$ cat src/rtl/mfp_adc_max10_responder_if.sv
// Avalon-ST command/response bundle between mfp_adc_max10_core (master) and the
// MAX10 ADC sequencer stand-in (slave).
interface mfp_adc_max10_responder_if;
    logic        command_valid;
    logic [4:0]  command_channel;
    logic        command_startofpacket;
    logic        command_endofpacket;
    logic        command_ready;
    logic        response_valid;
    logic [4:0]  response_channel;
    logic [11:0] response_data;
    logic        response_startofpacket;
    logic        response_endofpacket;

    modport master (
        output command_valid, command_channel, command_startofpacket, command_endofpacket,
        input  command_ready,
        input  response_valid, response_channel, response_data,
        input  response_startofpacket, response_endofpacket
    );

    modport slave (
        input  command_valid, command_channel, command_startofpacket, command_endofpacket,
        output command_ready,
        output response_valid, response_channel, response_data,
        output response_startofpacket, response_endofpacket
    );
endinterface

$ cat src/rtl/mfp_adc_max10_responder.sv
// Deterministic stand-in for the MAX10 modular ADC sequencer: one response per accepted
// command after CONV_CYCLES clocks, data = {channel, sequence count}.
module mfp_adc_max10_responder #(
    parameter int unsigned CONV_CYCLES = 5,
    parameter int unsigned CH_COUNT    = 17,
    parameter int unsigned SEQ_WIDTH   = 7
) (
    input  logic                       CLK,
    input  logic                       RESETn,
    input  logic                       adc_pll_locked,
    mfp_adc_max10_responder_if.slave   bus
);

    localparam int unsigned CntW = (CONV_CYCLES > 1) ? $clog2(CONV_CYCLES) : 1;

    typedef enum logic [1:0] {StIdle, StConv, StResp} state_e;

    state_e               state_q, state_d;
    logic [CntW-1:0]      cnt_q, cnt_d;
    logic [SEQ_WIDTH-1:0] seq_q, seq_d;
    logic [4:0]           ch_q, ch_d;
    logic                 sop_q, sop_d;
    logic                 eop_q, eop_d;
    logic [4:0]           rsp_ch_q, rsp_ch_d;
    logic [11:0]          rsp_data_q, rsp_data_d;
    logic                 rsp_sop_q, rsp_sop_d;
    logic                 rsp_eop_q, rsp_eop_d;
    logic                 accept;

    // RESETn gates ready so every output reads 0 while reset is held.
    assign bus.command_ready = RESETn & adc_pll_locked &
                               ((state_q == StIdle) | (state_q == StResp));
    assign accept            = bus.command_valid & bus.command_ready;

    assign bus.response_valid         = (state_q == StResp);
    assign bus.response_channel       = rsp_ch_q;
    assign bus.response_data          = rsp_data_q;
    assign bus.response_startofpacket = rsp_sop_q;
    assign bus.response_endofpacket   = rsp_eop_q;

    always_comb begin
        state_d    = state_q;
        cnt_d      = cnt_q;
        seq_d      = seq_q;
        ch_d       = ch_q;
        sop_d      = sop_q;
        eop_d      = eop_q;
        rsp_ch_d   = rsp_ch_q;
        rsp_data_d = rsp_data_q;
        rsp_sop_d  = rsp_sop_q;
        rsp_eop_d  = rsp_eop_q;

        if (accept) begin
            ch_d    = bus.command_channel;
            sop_d   = bus.command_startofpacket;
            eop_d   = bus.command_endofpacket;
            cnt_d   = CntW'(CONV_CYCLES - 1);
            state_d = StConv;
        end else begin
            case (state_q)
                StConv: begin
                    if (!adc_pll_locked) begin
                        state_d = StIdle;
                    end else if (cnt_q != '0) begin
                        cnt_d = cnt_q - CntW'(1);
                    end else begin
                        // Response fields are captured here so they stay stable until the
                        // next response even if a new command is accepted meanwhile.
                        state_d    = StResp;
                        rsp_ch_d   = ch_q;
                        rsp_sop_d  = sop_q;
                        rsp_eop_d  = eop_q;
                        rsp_data_d = (32'(ch_q) < CH_COUNT) ? 12'({ch_q, seq_q}) : 12'h000;
                        seq_d      = seq_q + SEQ_WIDTH'(1);
                    end
                end
                StResp:  state_d = StIdle;
                default: state_d = StIdle;
            endcase
        end
    end

    always_ff @(posedge CLK or negedge RESETn) begin
        if (!RESETn) begin
            state_q    <= StIdle;
            cnt_q      <= '0;
            seq_q      <= '0;
            ch_q       <= '0;
            sop_q      <= 1'b0;
            eop_q      <= 1'b0;
            rsp_ch_q   <= '0;
            rsp_data_q <= '0;
            rsp_sop_q  <= 1'b0;
            rsp_eop_q  <= 1'b0;
        end else begin
            state_q    <= state_d;
            cnt_q      <= cnt_d;
            seq_q      <= seq_d;
            ch_q       <= ch_d;
            sop_q      <= sop_d;
            eop_q      <= eop_d;
            rsp_ch_q   <= rsp_ch_d;
            rsp_data_q <= rsp_data_d;
            rsp_sop_q  <= rsp_sop_d;
            rsp_eop_q  <= rsp_eop_d;
        end
    end

endmodule

$ cat src/flat_wrapper.sv
// flat-port wrapper written by rule: the top's interface ports become plain ports
module mfp_adc_max10_responder_flat 
#(
    parameter int unsigned CONV_CYCLES = 5,
    parameter int unsigned CH_COUNT    = 17,
    parameter int unsigned SEQ_WIDTH   = 7
)
  (CLK, RESETn, adc_pll_locked, bus_command_valid, bus_command_channel, bus_command_startofpacket, bus_command_endofpacket, bus_command_ready, bus_response_valid, bus_response_channel, bus_response_data, bus_response_startofpacket, bus_response_endofpacket);
  mfp_adc_max10_responder_if bus_i ();
  input  logic CLK;
  input  logic RESETn;
  input  logic adc_pll_locked;
  input wire logic [$bits(bus_i.command_valid)-1:0] bus_command_valid;
  input wire logic [$bits(bus_i.command_channel)-1:0] bus_command_channel;
  input wire logic [$bits(bus_i.command_startofpacket)-1:0] bus_command_startofpacket;
  input wire logic [$bits(bus_i.command_endofpacket)-1:0] bus_command_endofpacket;
  output wire logic [$bits(bus_i.command_ready)-1:0] bus_command_ready;
  output wire logic [$bits(bus_i.response_valid)-1:0] bus_response_valid;
  output wire logic [$bits(bus_i.response_channel)-1:0] bus_response_channel;
  output wire logic [$bits(bus_i.response_data)-1:0] bus_response_data;
  output wire logic [$bits(bus_i.response_startofpacket)-1:0] bus_response_startofpacket;
  output wire logic [$bits(bus_i.response_endofpacket)-1:0] bus_response_endofpacket;
  assign bus_i.command_valid = bus_command_valid;
  assign bus_i.command_channel = bus_command_channel;
  assign bus_i.command_startofpacket = bus_command_startofpacket;
  assign bus_i.command_endofpacket = bus_command_endofpacket;
  assign bus_command_ready = bus_i.command_ready;
  assign bus_response_valid = bus_i.response_valid;
  assign bus_response_channel = bus_i.response_channel;
  assign bus_response_data = bus_i.response_data;
  assign bus_response_startofpacket = bus_i.response_startofpacket;
  assign bus_response_endofpacket = bus_i.response_endofpacket;
  mfp_adc_max10_responder #(.CONV_CYCLES(CONV_CYCLES), .CH_COUNT(CH_COUNT), .SEQ_WIDTH(SEQ_WIDTH)) u_core (.CLK(CLK), .RESETn(RESETn), .adc_pll_locked(adc_pll_locked), .bus(bus_i));
endmodule
$ cat config.mk
export PLATFORM = sky130hd
export DESIGN_NAME = mfp_adc_max10_responder_flat
export DESIGN_NICKNAME = d
export VERILOG_FILES = /design/src/rtl/mfp_adc_max10_responder_if.sv /design/src/rtl/mfp_adc_max10_responder.sv /design/src/flat_wrapper.sv
export SDC_FILE = /design/constraint.sdc
export NUM_CORES = 1
export LEC_CHECK = 0
export ABC_AREA = 1
export CORE_MARGIN = 3
export CORE_UTILIZATION = 35
export CTS_CLUSTER_SIZE = 8
export DETAILED_ROUTE_END_ITERATION = 10
export GPL_ROUTABILITY_DRIVEN = 1
export PLACE_DENSITY = 0.59
export SETUP_SLACK_MARGIN = 0.2
export SLEW_MARGIN = 20
export SYNTH_ARGS = -nofsm -noshare
export SYNTH_HDL_FRONTEND = slang
export SYNTH_SLANG_ARGS = --single-unit
$ cat constraint.sdc
create_clock -name CLK -period 3.9 [get_ports CLK]
set_clock_uncertainty 0.2 [all_clocks]
set_input_delay 0.975 -clock CLK [delete_from_list [all_inputs] [get_ports CLK]]
set_output_delay 0.975 -clock CLK [all_outputs]
set_load 0.03 [all_outputs]
# == Word level (Yosys, flattened, before mapping) ==
# Index checks and enable logic that the tools add are counted.
# totals
register_bits,38
in_bits,11
out_inout_bits,21
elab_cells,38
# op_classes
addsub,2
magnitude_cmp,1
eq_ne,3
mux,9
bitwise,6
n_reduce_logical,7
# op_table
op,count
$mux 12,1
$mux 3,4
$mux 2,4
$add 7x1->7 const B,1
$reduce_bool 2->1,3
$lt 5x5->1 const B,1
$ne 4x3->1 const B,1
$reduce_and 4->1,1
$and 1x1->1,3
$reduce_and 3->1,1
$reduce_bool 3->1,1
$sub 3x1->3 const B,1
$eq 2x1->1 const B,1
$eq 2x2->1 const B,1
$logic_not 2->1,1
$not 1->1,2
$or 1x1->1,1

# == Longest topological paths before layout ==
# Gate-level depths: netlist of run 1.
# depth
word_depth,6
depth_mapped,8
mapped_depth_nobuf,7

# == Least setup slack after synthesis of run 1 ==
# No wires, ideal clock.
# synth_timing
path_kind,input-to-output
startpoint,input port adc_pll_locked
endpoint,output port bus_command_ready
t_arrival_ns,1.557
required_time_ns,2.725
setup_slack_ns,1.168
cell_stages,2
path_buffers,0
path_cell_list,nand2_1 > nor2_1
# synth_via
elab_chain_len,2
# synth_rtl
element,line,source
start: declaration,flat_wrapper.sv:12,input logic adc_pll_locked;
$and 1x1->1 (2 in series),mfp_adc_max10_responder.sv:31,assign bus.command_ready = RESETn & adc_pll_locked &
end: declaration,flat_wrapper.sv:17,output wire logic [$bits(bus_i.command_ready)-1:0] bus_command_ready;
# No other way between the ends.

# == Final worst setup path of run 1 ==
# Ends and elaborated chain as after synthesis.

==> results of run 1 <==
[flip-flops by register name, indices dropped and copies added, names as in the netlist]
name and flops:
u_core.bus.response_channel 5, u_core.bus.response_data 12, u_core.bus.response_endofpacket 1, u_core.bus.response_startofpacket 1, u_core.ch_q 5, u_core.cnt_q 3, u_core.eop_q 1, u_core.seq_q 7
u_core.sop_q 1, u_core.state_q 2
[layout by cell type (no fill, tap or decap), drive strengths merged]
cell type,count
nand2,72
dfrtp,38
clkdlybuf4s50,29
nand3,26
o21ai,23
inv,15
nor2,11
clkbuf,5
ha,3
nand4,3
buf,3
a21oi,2
clkinv,2
xnor2,1
bufinv,1
[worst max-delay path, stage by stage]
cell	delay, ps
clkdlybuf4s50_1	580
nand2_1	80
nor2_1	260
buf_4	230
[cells by family (layout without fill, tap and decap cells)]
family,Yosys count,in the layout
AOI/OAI and AO/OA,25,25
xor gates and xnor gates,1,1
and+or+nand+nor,112,112
adders and majority gates,3,3
buffers and inverters,23,55
DFF,38,38
[where the power goes]
| part | switching (W) | total (W) | internal [W] | leakage, nW |
|---|---|---|---|---|
| registers | 0.0000774 | 0.000580 | 0.000503 | 0.500 |
| logic | 0.000341 | 0.000541 | 0.000199 | 0.530 |
| clock network | 0.000141 | 0.000329 | 0.000188 | 0.0579 |
[synthesized netlist by cell type (all sizes together)]
cell,number,area share (%)
clkbuf,4,0.87
inv,15,3.3
xnor2,1,0.51
ha,3,2.2
a21oi,2,0.58
dfrtp,38,55
o21ai,23,6.7
nand4,3,1.4
buf,4,2.2
nand3,26,8.2
nor2,11,2.8
nand2,72,16
[through the flow]
stage | cells | utilization (%) | setup slack [ps] | hold slack [ps] | instance area (um2)
floorplan | 202 | - | 1170 | 242 | 1730
global placement | 291 | 45.3 | 618 | 258 | 2070
detailed placement | 291 | 45.3 | 601 | 261 | 2070
CTS | 299 | 47.7 | 600 | 279 | 2180
global route | 299 | 47.7 | 555 | 304 | 2180
finish | 299 | 47.7 | 610 | 281 | 2180
[layout make-up]
| type | instances | area share (%) |
|---|---|---|
| flip-flops and latches | 38 | 43.7 |
| multi-input cells | 141 | 30.7 |
| repair buffers | 32 | 14.3 |
| well taps | 65 | 3.74 |
| clock buffers | 5 | 3.16 |
| inverters | 15 | 2.59 |
| clock inverters | 3 | 1.84 |
[per-layer routing]
metal | track usage [%] | up-vias | part of all wire (%)
li1 | - | 712 | -
met1 | 15.4 | 657 | 46
met2 | 23.4 | 22 | 48
met3 | 3.66 | 6 | 3.7
met4 | 4.89 | 0 | 1.6
met5 | 0 | - | 0
[worst min-delay path by stage]
stage,from,endpoint,cells after the start
2_1_floorplan,u_core.eop_q,u_core.eop_q,2
3_5_place_dp,u_core.eop_q,u_core.eop_q,2
4_1_cts,u_core.eop_q,u_core.eop_q,2
6_report,u_core.eop_q,u_core.eop_q,2
3_3_place_gp,u_core.eop_q,u_core.eop_q,2
5_1_grt,u_core.eop_q,u_core.eop_q,2
==> results.md, run 1 <==
* Status: complete, no violations
* PostCTS Resize Cnt at 0
* Register area share after synthesis at between 50% and 60%
* Period utilisation layout at a little over four fifths
* Hpwl dp at approximately 2.4 mm
* Leak Pwr at between 1 and 1.5 nW
* DRT Wirelength at between 3 and 4 mm
* VDD IR max at approximately 0.30 mV
* RSZ-0062 raised after global routing: false
* Core area at roughly 0.0046 mm2
* Synth cell types at 18
* Area grow syn2layout at 25.8%
* First-pass DRT Iterations at 4
* Clk buf depth at 2
* Residual DRC at 0
* Hold bufs inserted after CTS at 0
* Reg2reg end: u_core.seq_q[2]
* CTS tree: built
* Post-Route Setup TNS at 0 ps
* Total grt overflow at 0
* Crit. Startpoint: adc_pll_locked
* Max Cap Viol at 0
* CP Class: input port to primary output
* Number of buffers added on ports at 31
* Routed Antenna Nets at 0
* R2R Setup Slk at 1940 ps
* Die H at between 70 and 80 um
* Via density at about 4.7
* Max Clock Freq at between 300 and 400 MHz
* Final nets at 247
* Area taken by multi-input logic gates at roughly 670 um2
* GP Congestion at between 0.7 and 0.8
* Final Hold Fails at 0
* FF-to-FF Start: u_core.cnt_q[0]
* First-pass GRT wire length at 6.27 mm
* Initial antenna violation count at 0
* Pins Over Slew Limit at 0
* Area share of xor/xnor cells in the synthesized design at less than 1%
* Worst-path clk slew at roughly 80 ps
* Largest net degree at the start of global routing at 40
* Total power at 0.00145 W
* Arrival time at the worst endpoint at about 2100 ps
* Layout cells sized above 1 at under 10%
* Starting Density at between 30% and 40%
* Yosys warning total at 0
* DR vias at between 1000 and 1500
* Register-to-Register Path Depth at 7
* TritonCTS buffer count at 5
* Crit Path Max Fanout at 6
* Diodes inserted at 0
* Mapped Nets at approximately 220
* Hold Path Class: flip-flop to flip-flop
* Initial DRC Count at 100
* Pwr per Cell Area at 666 mW/mm2
* Adder-cell share of the synthesized area at 2.17%
* Post-synthesis cell count at around 200
* Root Buffer: clkbuf_8
* Post-synthesis mux area share at 0%
* Max-slew headroom at between 50% and 60%
* Pin slew with the least headroom to its limit at a little over 600 ps
* Die W at 76.3 um
* Fill count at around 480
* Min Tclk post-route at 3290 ps
* Later-pin clock latency in the skew report at slightly below 300 ps
* WL per Instance at 11.7 um
* Num ports at 32
* Crit. End Element: primary output
* GRT Overall Usage at 13.3%
* Mapped cell area at roughly 0.0017 mm2
* H-tree Lvls at 2
* Vias in the first global route at 1372
* Die area at a little under 0.006 mm2
* Placement Rows at 24
* Compound-gate portion of the synthesized area at 7.24%
* Required @ worst endpoint at roughly 2700 ps
* Syn avg cell area at approximately 8.6 um2
* Setup crit end: bus_command_ready
* Post-CTS setup buffer count at 0
* Sequential cell area at approximately 950 um2
* Largest family of logic cells by synthesized area: simple AND/OR/NAND/NOR gates
* Crit start category: input port
* Setup violations, final at 0
* Simple-Gate Fraction of Synth Area at between 20% and 30%
* CTS Sinks at 38
* Register bit count reported by yosys at 38
Note: power is estimated with default switching activity, not from simulation.
==> inputs of run 2 (changes only) <==
--- a/config.mk
+++ b/config.mk
@@ -11,7 +11,7 @@
 export CTS_CLUSTER_SIZE = 8
 export DETAILED_ROUTE_END_ITERATION = 10
 export GPL_ROUTABILITY_DRIVEN = 1
-export PLACE_DENSITY = 0.59
+export PLACE_DENSITY = 0.61
 export SETUP_SLACK_MARGIN = 0.2
 export SLEW_MARGIN = 20
 export SYNTH_ARGS = -nofsm -noshare
==> constraint.sdc (replaced) <==
create_clock -name CLK -period 2.72 [get_ports CLK]
set_clock_uncertainty 0.2 [all_clocks]
set_input_delay 0.68 -clock CLK [delete_from_list [all_inputs] [get_ports CLK]]
set_output_delay 0.68 -clock CLK [all_outputs]
set_load 0.03 [all_outputs]
==> results.md, run 2 (synthesized netlist as in run 1, its figures left out) <==
* Status: complete, no violations
* Largest net degree at the start of global routing at 39 (-2.5%)
* DRT Wirelength at 3.54 mm (+0.94%)
* Root Buffer: clkbuf_8
* Hold bufs inserted after CTS at 0 (unchanged)
* Core area at 0.00456 mm2 (unchanged)
* Area taken by multi-input logic gates at 668 um2 (unchanged)
* H-tree Lvls at 2 (unchanged)
* Pin slew with the least headroom to its limit at 487 ps (-136 ps)
* Post-CTS setup buffer count at 0 (unchanged)
* Max-slew headroom at 67.5% (+9.2 points)
* Sequential cell area at 951 um2 (unchanged)
* Leak Pwr at 1.11 nW (+1.8%)
* Worst-path clk slew at 70 ps (about the same)
* Num ports at 32 (unchanged)
* Hold path start: u_core.sop_q
* Initial DRC Count at 87 (-13%)
* Total grt overflow at 0 (unchanged)
* Diodes inserted at 0 (unchanged)
* Area grow syn2layout at 27.6%
* Crit. Startpoint: adc_pll_locked
* Hpwl dp at 2.43 mm (+0.36%)
* PostCTS Resize Cnt at 0 (unchanged)
* Pwr per Cell Area at 943 mW/mm2 (+41%)
* Required @ worst endpoint at 1840 ps (-880 ps)
* Most frequent cells in the layout: nand2_1, dfrtp_1, clkdlybuf4s50_1
* Die W at 76.3 um (unchanged)
* First-pass DRT Iterations at 4 (unchanged)
* Routed Antenna Nets at 0 (unchanged)
* Layout cells sized above 1 at 8.40% (+1.6 points)
* Crit start category: input port
* Die area at 0.00582 mm2 (unchanged)
* GP Congestion at 0.717 (-0.38%)
* Crit Path Max Fanout at 2 (-4)
* FF-to-FF Start: u_core.cnt_q[0]
* Later-pin clock latency in the skew report at 290 ps (about the same)
* Max reg flops at 12 (unchanged)
* Setup violations, final at 0 (unchanged)
* Pins Over Slew Limit at 0 (unchanged)
* Max Clock Freq at 416 MHz
* Max Cap Viol at 0 (unchanged)
* Worst hold margin at 275 ps (-5.52 ps)
* Via density at 4.61 (-1.3%)
* First-pass GRT wire length at 6.15 mm (-2.0%)
* Post-Route Setup TNS at 0 ps (unchanged)
* Number of buffers added on ports at 31 (unchanged)
* Most common cell after layout, fill and taps aside: nand2_1
* Setup WS post-layout at 317 ps (-292 ps)
* Initial antenna violation count at 0 (unchanged)
* VDD IR max at 0.503 mV (+67%)
* CTS tree: built
* GRT Overall Usage at 13.1% (-0.18 points)
* Clk buf depth at 2 (unchanged)
* TritonCTS buffer count at 5 (unchanged)
* CTS Sinks at 38 (unchanged)
* Hold Path Class: flip-flop to flip-flop
* CP Class: input port to primary output
* Vias in the first global route at 1316 (-4.1%)
* Depth of the worst hold-timing path at 2 (unchanged)
* Final nets at 251 (+1.6%)
* Period utilisation layout at about nine tenths
* Min Tclk post-route at approximately 2400 ps
* Fill count at 457 (-4.4%)
* Placement Rows at 24 (unchanged)
* Final Hold Fails at 0 (unchanged)
* Residual DRC at 0 (unchanged)
* Starting Density at 37.9% (unchanged)
* WL per Instance at 11.7 um (-0.39%)
* Crit. End Element: primary output
* DR vias at 1397 (unchanged)
* Register-to-Register Path Depth at 8 (+1)
* DP Worst Slack at 304 ps (-296 ps)
* RSZ-0062 raised after global routing: false
* Arrival time at the worst endpoint at 1520 ps (-600 ps)
* Die H at 76.3 um (unchanged)
-- run 2: cell types whose count changed in the layout (fill, tap and decap cells not counted) --
cell,delta
buf_4,+4
-- run 2: area by class of cell --
class | instances | share of cell area, %
clock buffer | 5 | 3.12
multi-input combinational | 141 | 30.3
timing repair buffer | 36 | 15.4
tap | 65 | 3.69
inverter | 15 | 2.55
sequential | 38 | 43.1
clock inverter | 3 | 1.82
-- run 2: power breakdown --
part           internal, W  switching (W)
clock network     0.000270       0.000201
logic             0.000291       0.000489
registers         0.000721       0.000108
-- run 2: worst paths after layout --
path / endpoint / slack (ps)
setup reg to reg: u_core.seq_q[5] / 900
min in group asynchronous: u_core.seq_q[2] / 320
setup / recovery: bus_command_ready / 320
max in group asynchronous: u_core.ch_q[4] / 1650
hold / removal: u_core.sop_q / 280
hold reg to reg: u_core.sop_q / 280
-- run 2: stage by stage --
stage	power (W)	cell area, um2	util, %	std cells
finish	0.00208	2210	48.3	303
global route	0.00223	2210	48.3	303
CTS	0.00211	2210	48.3	303
detailed placement	0.00164	2100	45.9	295
global placement	0.00163	2100	45.9	295
floorplan	0.00132	1730	-	202
-- run 2: critical path: stages --
cell	delay, ps
clkdlybuf4s50_1	480
nand2_1	60
nor2_1	120
buf_4	180
-- run 2: metal layers --
metal	share of wire, %	up-vias	track usage [%]
li1	-	719	-
met1	47	650	16.2
met2	48	26	21.6
met3	5.2	2	4.96
met4	0.51	0	3.26
met5	0	-	0
==> inputs of run 3 (changes only) <==
--- a/config.mk
+++ b/config.mk
@@ -6,6 +6,7 @@
 export NUM_CORES = 1
 export LEC_CHECK = 0
 export ABC_AREA = 1
+export CORE_ASPECT_RATIO = 0.75
 export CORE_MARGIN = 3
 export CORE_UTILIZATION = 35
 export CTS_CLUSTER_SIZE = 8
@@ -13,7 +14,7 @@
 export GPL_ROUTABILITY_DRIVEN = 1
 export PLACE_DENSITY = 0.61
 export SETUP_SLACK_MARGIN = 0.2
-export SLEW_MARGIN = 20
+export SLEW_MARGIN = 0
 export SYNTH_ARGS = -nofsm -noshare
 export SYNTH_HDL_FRONTEND = slang
 export SYNTH_SLANG_ARGS = --single-unit
==> constraint.sdc (replaced) <==
create_clock -name CLK -period 2.72 [get_ports CLK]
set_clock_uncertainty 0.2 [all_clocks]
set_input_delay 0.816 -clock CLK [delete_from_list [all_inputs] [get_ports CLK]]
set_output_delay 0.816 -clock CLK [all_outputs]
set_load 0.03 [all_outputs]
==> results.md, run 3 (synthesized netlist as in run 1, its figures left out) <==
* Required @ worst endpoint at 1700 ps (-140 ps)
* TritonCTS buffer count at 5 (unchanged)
* Initial antenna violation count at 0 (unchanged)
* Num ports at 32 (unchanged)
* Setup WS post-layout at 273 ps (-44.3 ps)
* Leak Pwr at 1.10 nW (-0.75%)
* Hold Path Class: flip-flop to flip-flop
* DRT Wirelength at 3.87 mm (+9.1%)
* Number of buffers added on ports at 31 (unchanged)
* CP bufs+invs at 2 (unchanged)
* Final Hold Fails at 0 (unchanged)
* Die H at 66.9 um (-12%)
* Max Cap Viol at 0 (unchanged)
* WL per Instance at 13.1 um (+12%)
* Pin slew with the least headroom to its limit at 481 ps (-6.50 ps)
* Die W at 87.2 um (+14%)
* CTS tree: built
* Later-pin clock latency in the skew report at 290 ps (about the same)
* P_sw at 0.000802 W (+0.46%)
* Root Buffer: clkbuf_8
* CP max-delay cell: dlygate4sd2_1
* Period utilisation layout at 90.0% (+1.6 points)
* Initial DRC Count at 124 (+43%)
* Crit start category: input port
* Min Tclk post-route at 2450 ps (+44.3 ps)
* Sequential cell area at 951 um2 (unchanged)
* Hpwl dp at 2.67 mm (+9.8%)
* Core area at 0.00460 mm2 (+0.74%)
* Crit Path Max Fanout at 2 (unchanged)
* Starting Density at 37.6% (-0.28 points)
* Gate power share at 39.4% (+1.9 points)
* H-tree Lvls at 2 (unchanged)
* Most frequent cells in the layout: nand2_1, dfrtp_1, clkdlybuf4s50_1
* Worst hold margin at 276 ps (+0.723 ps)
* Crit-path max cell delay at 220 ps (-260 ps)
* Max reg flops at 12 (unchanged)
* Via density at 4.71 (+2.1%)
* Residual DRC at 0 (unchanged)
* Reg power frac at 42.0% (+2.2 points)
* Arrival time at the worst endpoint at 1430 ps (-90 ps)
* Fill count at 471 (+3.1%)
* Largest net degree at the start of global routing at 39 (unchanged)
* GRT Overall Usage at 14.8% (+1.7 points)
* Post-route insts no fill at 295 (-2.6%)
* RSZ-0062 raised after global routing: false
* VDD IR max at 0.462 mV (-8.2%)
* Most common cell after layout, fill and taps aside: nand2_1
* Post-Route Setup TNS at 0 ps (unchanged)
* # placed instances at 288 (-2.4%)
* Routed Antenna Nets at 0 (unchanged)
* Final nets at 252 (+0.40%)
* Cell Int Power at 0.00119 W (-7.1%)
* Pwr per Cell Area at 916 mW/mm2 (-2.8%)
* Placement Rows at 21 (-13%)
* Hold bufs inserted after CTS at 0 (unchanged)
* Total grt overflow at 0 (unchanged)
* Max Clock Freq at 409 MHz (-1.8%)
* Crit. End Element: primary output
* Worst-path clk slew at 70 ps (about the same)
* Diodes inserted at 0 (unchanged)
* DR vias at 1388 (-0.64%)
* GP Congestion at 0.787 (+9.9%)
* CP Class: input port to primary output
* Area taken by multi-input logic gates at 671 um2 (+0.37%)
* Area grow syn2layout at 25.8%
* Switch share at 40.3% (+1.9 points)
* Clk buf depth at 2 (unchanged)
* Total power at 0.00199 W (-4.2%)
* Pins Over Slew Limit at 0 (unchanged)
* Die area at 0.00583 mm2 (+0.14%)
* Layout cells sized above 1 at 7.98% (-0.42 points)
* Worst path cell trace: dlygate4sd2_1 > nand2_1 > nor2_2 > buf_6
* DP Worst Slack at -21.1 ps (-326 ps)
* First-pass GRT wire length at 6.42 mm (+4.5%)
* First-pass DRT Iterations at 4 (unchanged)
* Status: complete, no violations
* Vias in the first global route at 1266 (-3.8%)
* Clock Power Share at 18.5% (-4.2 points)
* CTS Sinks at 38 (unchanged)
* Setup violations, final at 0 (unchanged)
* Cell family with most CP delay: buffers and inverters
* Max-slew headroom at 67.9% (+0.43 points)
-- run 3: worst paths after layout --
path | startpoint | endpoint | slack [ps] | depth (start not counted)
worst max-delay path | adc_pll_locked | bus_command_ready | 270 | 4
worst min-delay path | u_core.eop_q | u_core.eop_q | 280 | 2
worst max register to register | u_core.cnt_q[0] | u_core.seq_q[2] | 960 | 8
worst min register to register | u_core.eop_q | u_core.eop_q | 280 | 2
max in group asynchronous | RESETn | u_core.state_q[0] | 1530 | 2
min in group asynchronous | RESETn | u_core.bus.response_data[7] | 450 | 2
-- run 3: cell type report --
cell class                 count  share of cell area (%)
timing repair buffer          37                    16.1
sequential                    38                    43.7
clock buffer                   7                    3.51
inverter                      15                    2.59
tap                           57                    3.28
multi-input combinational    141                    30.8
-- run 3: worst min-delay path: stages (launching register included) --
cell and delay (ps):
dfrtp_1 340, nand2_1 60, nand2_1 50
-- run 3: power groups by stage --
| stage | logic, W | clock network [W] | registers (W) |
|---|---|---|---|
| 5_1_grt | 0.000863 | 0.000409 | 0.000859 |
| 6_report | 0.000785 | 0.000369 | 0.000838 |
| 2_1_floorplan | 0.000318 | 0 | 0.000998 |
| 3_5_place_dp | 0.000793 | 0 | 0.000849 |
| 3_3_place_gp | 0.000787 | 0 | 0.000847 |
| 4_1_cts | 0.000796 | 0.000379 | 0.000840 |
-- run 3: metal layers --
layer / track usage (%) / part of all wire (%) / vias to the layer above
li1: - / - / 722
met1: 23.4 / 55 / 629
met2: 18.3 / 39 / 32
met3: 4.94 / 4.9 / 5
met4: 4.60 / 0.98 / 0
met5: 0 / 0 / -
-- run 3: through the flow --
step,cell area (um2),util [%]
finish,2170,47.3
floorplan,1730,-
CTS,2170,47.3
global route,2170,47.3
detailed placement,2090,45.6
global placement,2090,45.6
-- run 3: timing repair --
item | in CTS | in global routing
setup buffers | 0 | 0
resized for setup | 4 | 0
setup endpoints to repair | 2 | 0
